==> config.mk <==
export PLATFORM = sky130hd
export DESIGN_NAME = add_accu
export DESIGN_NICKNAME = d
export VERILOG_FILES = /design/src/rtl/add_accu.sv
export SDC_FILE = /design/constraint.sdc
export NUM_CORES = 1
export LEC_CHECK = 0
export ABC_AREA = 0
export ABC_CLOCK_PERIOD_IN_PS = 3900
export CELL_PAD_IN_SITES_DETAIL_PLACEMENT = 0
export CELL_PAD_IN_SITES_GLOBAL_PLACEMENT = 1
export CORE_MARGIN = 2
export CORE_UTILIZATION = 48
export CTS_CLUSTER_SIZE = 14
export DETAILED_ROUTE_END_ITERATION = 10
export PLACE_DENSITY_LB_ADDON = 0.1
export SYNTH_ARGS = -nofsm -noshare
export SYNTH_HDL_FRONTEND = slang
export SYNTH_SLANG_ARGS = --single-unit
==> constraint.sdc <==
create_clock -name clk -period 3.9 [get_ports clk]
set_input_delay 0.39 -clock clk [delete_from_list [all_inputs] [get_ports clk]]
set_output_delay 0.39 -clock clk [all_outputs]
set_load 0.005 [all_outputs]
==> src/rtl/add_accu.sv <==
// add_accu: accumulates successive adder-tree partial sums of one output channel
// over the fold dimension and queues each finished dot product in a small result FIFO.
//
// Ports:
//   clk, rst_n            clock, asynchronous active-low reset
//   in_valid/in_ready     input beat handshake; in_ready depends only on FIFO occupancy
//   in_sum                partial sum (sign- or zero-extended per SIGNED)
//   in_last               closes a dot product when FOLD == 0, otherwise ignored
//   out_valid/out_ready   result stream handshake
//   out_data, out_sat     FIFO head: result and its saturation flag
//
// Optional feature macro: ADD_ACCU_SAT_EN. When defined, accumulation saturates and
// out_sat reports clamping. When undefined, accumulation wraps and out_sat is 0.
module add_accu #(
   parameter int unsigned SUM_WIDTH  = 16,
   parameter int unsigned ACCU_WIDTH = 32,
   parameter bit          SIGNED     = 1'b1,
   parameter int unsigned FOLD       = 4,
   parameter int unsigned FIFO_DEPTH = 4
) (
   input  logic                  clk,
   input  logic                  rst_n,
   input  logic                  in_valid,
   output logic                  in_ready,
   input  logic [SUM_WIDTH-1:0]  in_sum,
   input  logic                  in_last,
   output logic                  out_valid,
   input  logic                  out_ready,
   output logic [ACCU_WIDTH-1:0] out_data,
   output logic                  out_sat
);

   if (ACCU_WIDTH < SUM_WIDTH) begin : g_bad_width
      $error("add_accu: ACCU_WIDTH must be at least SUM_WIDTH");
   end
   if (FIFO_DEPTH < 2) begin : g_bad_depth
      $error("add_accu: FIFO_DEPTH must be at least 2");
   end

   localparam int unsigned BeatW = (FOLD > 0) ? $clog2(FOLD + 1) : 1;
   localparam int unsigned PtrW  = $clog2(FIFO_DEPTH);
   localparam int unsigned CntW  = $clog2(FIFO_DEPTH + 1);
   localparam logic [BeatW-1:0] BeatLast = BeatW'((FOLD > 0) ? FOLD - 1 : 0);

   logic [ACCU_WIDTH-1:0] acc_q, acc_d;
   logic                  first_q, first_d;
   logic [BeatW-1:0]      beat_q, beat_d;
   logic [PtrW-1:0]       wr_q, wr_d, rd_q, rd_d;
   logic [CntW-1:0]       count_q, count_d;
   logic [ACCU_WIDTH-1:0] mem_q [FIFO_DEPTH];
   logic [ACCU_WIDTH-1:0] mem_d [FIFO_DEPTH];

   logic [ACCU_WIDTH-1:0] ext, base, nxt;
   logic                  accept, close, push, pop;

   assign in_ready  = (count_q < CntW'(FIFO_DEPTH));
   assign out_valid = (count_q != '0);
   assign out_data  = mem_q[rd_q];

   assign accept = in_valid && in_ready;
   assign pop    = out_valid && out_ready;
   assign close  = (FOLD == 0) ? in_last : (beat_q == BeatLast);
   assign push   = accept && close;
   assign base   = first_q ? '0 : acc_q;

   always_comb begin
      ext = ACCU_WIDTH'(in_sum);
      if (SIGNED) ext = ACCU_WIDTH'($signed(in_sum));
   end

`ifdef ADD_ACCU_SAT_EN
   logic                  sat_acc_q, sat_acc_d;
   logic                  sat_mem_q [FIFO_DEPTH];
   logic                  sat_mem_d [FIFO_DEPTH];
   logic [ACCU_WIDTH:0]   wide;
   logic                  clamp;

   // One extra bit exposes overflow; clamp to the range limit on the overflow side.
   always_comb begin
      if (SIGNED) begin
         wide  = {base[ACCU_WIDTH-1], base} + {ext[ACCU_WIDTH-1], ext};
         clamp = wide[ACCU_WIDTH] ^ wide[ACCU_WIDTH-1];
         nxt   = wide[ACCU_WIDTH-1:0];
         if (clamp) nxt = wide[ACCU_WIDTH] ? {1'b1, {(ACCU_WIDTH-1){1'b0}}}
                                           : {1'b0, {(ACCU_WIDTH-1){1'b1}}};
      end else begin
         wide  = {1'b0, base} + {1'b0, ext};
         clamp = wide[ACCU_WIDTH];
         nxt   = clamp ? '1 : wide[ACCU_WIDTH-1:0];
      end
   end

   always_comb begin
      sat_acc_d = sat_acc_q;
      sat_mem_d = sat_mem_q;
      if (accept) sat_acc_d = close ? 1'b0 : (sat_acc_q | clamp);
      if (push) sat_mem_d[wr_q] = sat_acc_q | clamp;
   end

   always_ff @(posedge clk or negedge rst_n) begin
      if (!rst_n) begin
         sat_acc_q <= 1'b0;
         for (int i = 0; i < FIFO_DEPTH; i++) sat_mem_q[i] <= 1'b0;
      end else begin
         sat_acc_q <= sat_acc_d;
         sat_mem_q <= sat_mem_d;
      end
   end

   assign out_sat = sat_mem_q[rd_q];
`else
   assign nxt     = base + ext;
   assign out_sat = 1'b0;
`endif

   always_comb begin
      acc_d   = acc_q;
      first_d = first_q;
      beat_d  = beat_q;
      if (accept) begin
         if (close) begin
            first_d = 1'b1;
            beat_d  = '0;
         end else begin
            acc_d   = nxt;
            first_d = 1'b0;
            beat_d  = beat_q + 1'b1;
         end
      end
   end

   always_comb begin
      mem_d   = mem_q;
      wr_d    = wr_q;
      rd_d    = rd_q;
      count_d = count_q;
      if (push) begin
         mem_d[wr_q] = nxt;
         wr_d = (wr_q == PtrW'(FIFO_DEPTH - 1)) ? '0 : wr_q + 1'b1;
      end
      if (pop) rd_d = (rd_q == PtrW'(FIFO_DEPTH - 1)) ? '0 : rd_q + 1'b1;
      case ({push, pop})
         2'b10:   count_d = count_q + 1'b1;
         2'b01:   count_d = count_q - 1'b1;
         default: count_d = count_q;
      endcase
   end

   always_ff @(posedge clk or negedge rst_n) begin
      if (!rst_n) begin
         acc_q   <= '0;
         first_q <= 1'b1;
         beat_q  <= '0;
         wr_q    <= '0;
         rd_q    <= '0;
         count_q <= '0;
         for (int i = 0; i < FIFO_DEPTH; i++) mem_q[i] <= '0;
      end else begin
         acc_q   <= acc_d;
         first_q <= first_d;
         beat_q  <= beat_d;
         wr_q    <= wr_d;
         rd_q    <= rd_d;
         count_q <= count_d;
         mem_q   <= mem_d;
      end
   end

endmodule

# Word-level counts from Yosys, hierarchy flattened

Index checks and enable logic that the tools add are counted.

Bits in latches: 0
RAM bits: 0
Logic and storage cells: 47
Register bits: 171
Memories kept: 0
Memory bits (read-only): 0

Shifts and indexed selects: 0
Magnitude comparators: 4
Divide/modulo/power cells: 0
Bitwise operators: 3
Muxes and demuxes: 12
Equal/unequal tests: 5
$add $sub $neg: 6
Reduce and logical (&&, ||, !) cells: 7
Multiply operators: 0

Operators with widths:

| kind                  | number |
|---|---|
| $bwmux W128           | 1 |
| $mux W32              | 4 |
| $bmux W32 S2          | 1 |
| $demux W32 S2         | 1 |
| $add A32 B32 Y32      | 1 |
| $add A3 B1 Y3 const B | 2 |
| $eq A2 B2 Y1 const B  | 3 |
| $ge A3 B3 Y1 const B  | 2 |
| $not A2 Y3            | 2 |
| $pmux W3 S2           | 1 |
| $add A2 B1 Y2 const B | 2 |
| $logic_and A1 B1 Y1   | 4 |
| $mux W2               | 2 |
| $eq A3 B2 Y1 const B  | 1 |
| $lt A3 B1 Y1 const B  | 1 |
| $lt A3 B3 Y1 const B  | 1 |
| $mux W3               | 1 |
| $reduce_bool A3 Y1    | 1 |
| $sub A3 B1 Y3 const B | 1 |
| $eq A2 B1 Y1 const B  | 1 |
| $reduce_and A2 Y1     | 1 |
| $reduce_bool A2 Y1    | 1 |
| $mux W1               | 1 |
| $not A1 Y1            | 1 |

# Longest topological paths before layout

Word-level depth: 6
Depth in mapped cells: 11
Depth with buffers taken out: 10

# Worst setup path after synthesis

No wires, ideal clock.

Path type: reg-to-reg
From: reg first_q
To: reg acc_q[22]
Buffers on the path: 1
Library setup time: 125 ps
Stages on the path, launching flop included: 11
Period minus slack after synthesis: 3083 ps
Arrival: 2958 ps
Setup slack: 817 ps
Cells stage by stage: dfstp_2 -> clkbuf_1 -> nor2b_1 -> ha_1 -> and3_4 -> a221oi_4 -> o221ai_2 -> and4_4 -> or3_4 -> xor2_1 -> mux2_2

Longest elaborated chain between the ends: 2

RTL lines:

| item                   | line | text |
|---|---|---|
| start, declared        | 46   | `logic first_q, first_d;` |
| start signal, assigned | 160  | `first_q <= first_d;` |
| $mux W32               | 64   | `assign base = first_q ? '0 : acc_q;` |
| $add A32 B32 Y32       | 112  | `assign nxt = base + ext;` |
| end signal, assigned   | 151  | `acc_q <= '0;` |
| end signal, assigned   | 159  | `acc_q <= acc_d;` |
| end, declared          | 45   | `logic [ACCU_WIDTH-1:0] acc_q, acc_d;` |

No other way between the ends.
A chain may end at the register's enable or synchronous reset.

# Worst setup path after layout

From: reg first_q
To: reg mem_q[120] (netlist bit)

Longest elaborated chain between the ends: 3

RTL lines:

| item                 | line | text |
|---|---|---|
| $mux W32             | 64   |  |
| $add A32 B32 Y32     | 112  |  |
| $bwmux W128          | 138  | `mem_d[wr_q] = nxt;` |
| end signal, assigned | 165  | `mem_q <= mem_d;` |
| end, declared        | 50   | `logic [ACCU_WIDTH-1:0] mem_q [FIFO_DEPTH];` |

No other way between the ends.

==> results.json <==
{
  "wl_per_cell_um": 18.79,
  "tightest_slew_ps": 823.4,
  "io_buffer_count": 53,
  "critPathArrivalTime_ps": 4070,
  "synth-main-ff-cell": "dfrtp_1",
  "routed_wirelength_um": 23450,
  "worstPathRequired_ps": 4270,
  "hpwl_um": 16750,
  "die_w_um": 143.6,
  "fmax_mhz": 270.2,
  "core_mm2": 0.01927,
  "synth.distinct_cells": 60,
  "cts_tree": "done",
  "grt_max_degree": 83,
  "leakagePower_uw": 0.005087,
  "final_net_count": 1031,
  "hp-class": "in2async",
  "start_util": 0.4857,
  "dpl_cell_area_mm2": 0.01039,
  "relSlewSlack": 0.4471,
  "syn_inst": 909,
  "startpoint_type": "flop",
  "finalSetupViolations": 0,
  "report.final.slew_viol_count": 0,
  "syn_avg_cell_area_um2": 10.30,
  "die-area_mm2": 0.02063,
  "die_h_um": 143.6,
  "violations": "hold timing",
  "final_area_mm2": 0.01102,
  "vias": 6998,
  "ant_nets": 0,
  "synth_area_leader_cell": "dfrtp_1",
  "cp_slowest_cell": "dfstp_2",
  "insertion_delay_ps": 440,
  "ir_drop_v": 0.0005544,
  "synthTopCellsByArea": "dfrtp_1 (45%), mux4_2 (7.7%), nand2_1 (7.6%), mux2_2 (7.5%), ha_1 (5.1%)",
  "drt_iter0_drc": 349,
  "clk_path_buf_depth": 2,
  "grt_pass1_wl_um": 38700,
  "ctsResizeCount": 0,
  "ctsHtreeMaxLevel": 4,
  "hold_ws_ps": -8.983,
  "antenna_found_initial": 0,
  "place.gp.congestion": 0.8716,
  "power_density_mw_per_mm2": 856.9,
  "synth_edf_count": 0,
  "netlist_area_mm2": 0.009359,
  "clock-sinks": 171,
  "end_kind": "flop",
  "skew_ps": 16.55,
  "min_period_over_period": 0.9488,
  "overflow": 0,
  "run_status": "finished with violations",
  "synth_common_cells": "nand2_1 (189), dfrtp_1 (170), o21ai_0 (66), mux2_2 (62), clkbuf_1 (45)",
  "synthArstFlopShare": 1.000,
  "grt_setup_unrepaired": "no",
  "ys_seq_area_frac": 0.4574,
  "crit_path_max_fanout": 6,
  "cts_hold_buf": 0,
  "dr.pass1.iters": 5,
  "grt_pass1_vias": 7348,
  "slowest_delay_ps": 610,
  "synthesis.nets": 970,
  "antenna_cells": 0,
  "hold_violations": 2,
  "num_io_pins": 56,
  "cts_buffers": 17,
  "clk_pin_slew_worst_paths_ps": 80,
  "drv_cap": 0,
  "row_count": 51,
  "ys_seq_elements": 171,
  "path_cells": "nor2b_1 -> ha_1 -> fa_1 -> a21o_1 -> a221oi_4 -> o221ai_2 -> a211oi_1 -> o41ai_1 -> xor2_1 -> mux2_2",
  "drive_above_1_share": 0.1851,
  "synth_top_area_share": 0.4545,
  "drcViolationCount": 0,
  "track_usage": 0.2455,
  "vias_per_cell": 5.607,
  "setup_tns_ps": 0,
  "period_minus_slack_ps": 3700,
  "yosys_warnings": 0,
  "critical_path_class": "reg2reg",
  "clock-root-buffer": "clkbuf_16",
  "area_growth_pct": 17.75,
  "post-cts-setup-buffers": 0,
  "synth.most_common_cell": "nand2_1"
}
==> cells by family (layout without fill, tap and decap cells) <==
family / Yosys count / count (layout) / synth area share
adders and majority gates: 40 / 40 / 0.05508
xor gates and xnor gates: 24 / 24 / 0.02246
AOI/OAI and AO/OA: 185 / 185 / 0.1269
DFF: 171 / 171 / 0.4574
and+or+nand+nor: 322 / 322 / 0.1540
buffers and inverters: 68 / 142 / 0.02794
other: 1 / 1 / 0.0004007
muxes: 98 / 98 / 0.1559
==> registers in the layout, summed over array words and instances, names as in the netlist <==
register and count:
acc_q 32, beat_q 3, first_q 1, count_q 3, rd_q 2, wr_q 2, mem_q 128
==> routing by layer <==
layer | vias to the layer above | routed length (um) | global-route usage
li1 | 3347 | - | -
met1 | 3468 | 10580 | 0.3248
met2 | 160 | 11630 | 0.4175
met3 | 23 | 926 | 0.04365
met4 | 0 | 312 | 0.06708
met5 | - | 0 | 0
==> worst max-delay path, delay by kind of cell (launching register included) <==
family | cells | cell delay [ps]
fa+ha+maj | 2 | 610
compound gates | 5 | 1560
mux | 1 | 280
xor+xnor | 1 | 500
flops | 1 | 610
simple gates | 1 | 70
==> final cells by class <==
| class | count | area, um2 |
|---|---|---|
| clock buffers | 17 | 425.4 |
| clock inverters | 15 | 207.7 |
| fillers | 1693 | 8250 |
| inverters | 16 | 60.06 |
| multi-input cells | 670 | 4825 |
| flip-flops and latches | 171 | 4282 |
| well taps | 265 | 331.6 |
| repair buffers | 94 | 889.6 |
==> cells in the final DEF, fill, tap and decap left out, drive strengths merged, types with 8 or more instances in the layout <==
cell / netlist / routed
a211o: 8 / 8
a21o: 16 / 16
a21oi: 37 / 37
buf: 6 / 42
clkbuf: 46 / 17
clkdlybuf4s50: 0 / 52
dfrtp: 170 / 170
ha: 38 / 38
inv: 16 / 24
mux2: 62 / 62
mux4: 32 / 32
nand2: 189 / 189
nand3: 13 / 13
nand4: 11 / 11
nor2: 39 / 39
nor2b: 39 / 39
nor3: 8 / 8
o21ai: 67 / 67
o31ai: 12 / 12
xnor2: 15 / 15
xor2: 9 / 9
==> metrics by stage <==
stage / std cells / setup WS, ps / power (uW) / utilization
final: 1248 / 199.7 / 9443 / 0.5719
after global placement: 1216 / 276.0 / 7531 / 0.5390
after global routing: 1248 / 45.93 / 10170 / 0.5719
after CTS: 1248 / 264.5 / 9520 / 0.5719
after floorplan: 909 / 817.3 / 5878 / -
after detailed placement: 1216 / 127.7 / 7713 / 0.5390
==> worst paths after layout <==
check                      slack [ps]          to       from  cells after the start
setup / recovery                  200  mem_q[120]    first_q                     10
hold / removal                     -9    acc_q[5]      rst_n                      1
setup reg to reg                  200  mem_q[120]    first_q                     10
hold reg to reg                   470   acc_q[13]  acc_q[13]                      2
max in group asynchronous        3020   mem_q[19]      rst_n                      2
min in group clk                  470   acc_q[13]  acc_q[13]                      2
==> report_power, final <==
| part | internal, uW | total [uW] | switching (uW) |
|---|---|---|---|
| clock | 892 | 1780 | 887 |
| combinational | 2200 | 4790 | 2590 |
| sequential | 2480 | 2880 | 397 |
Note: power is estimated with default switching activity, not from simulation.
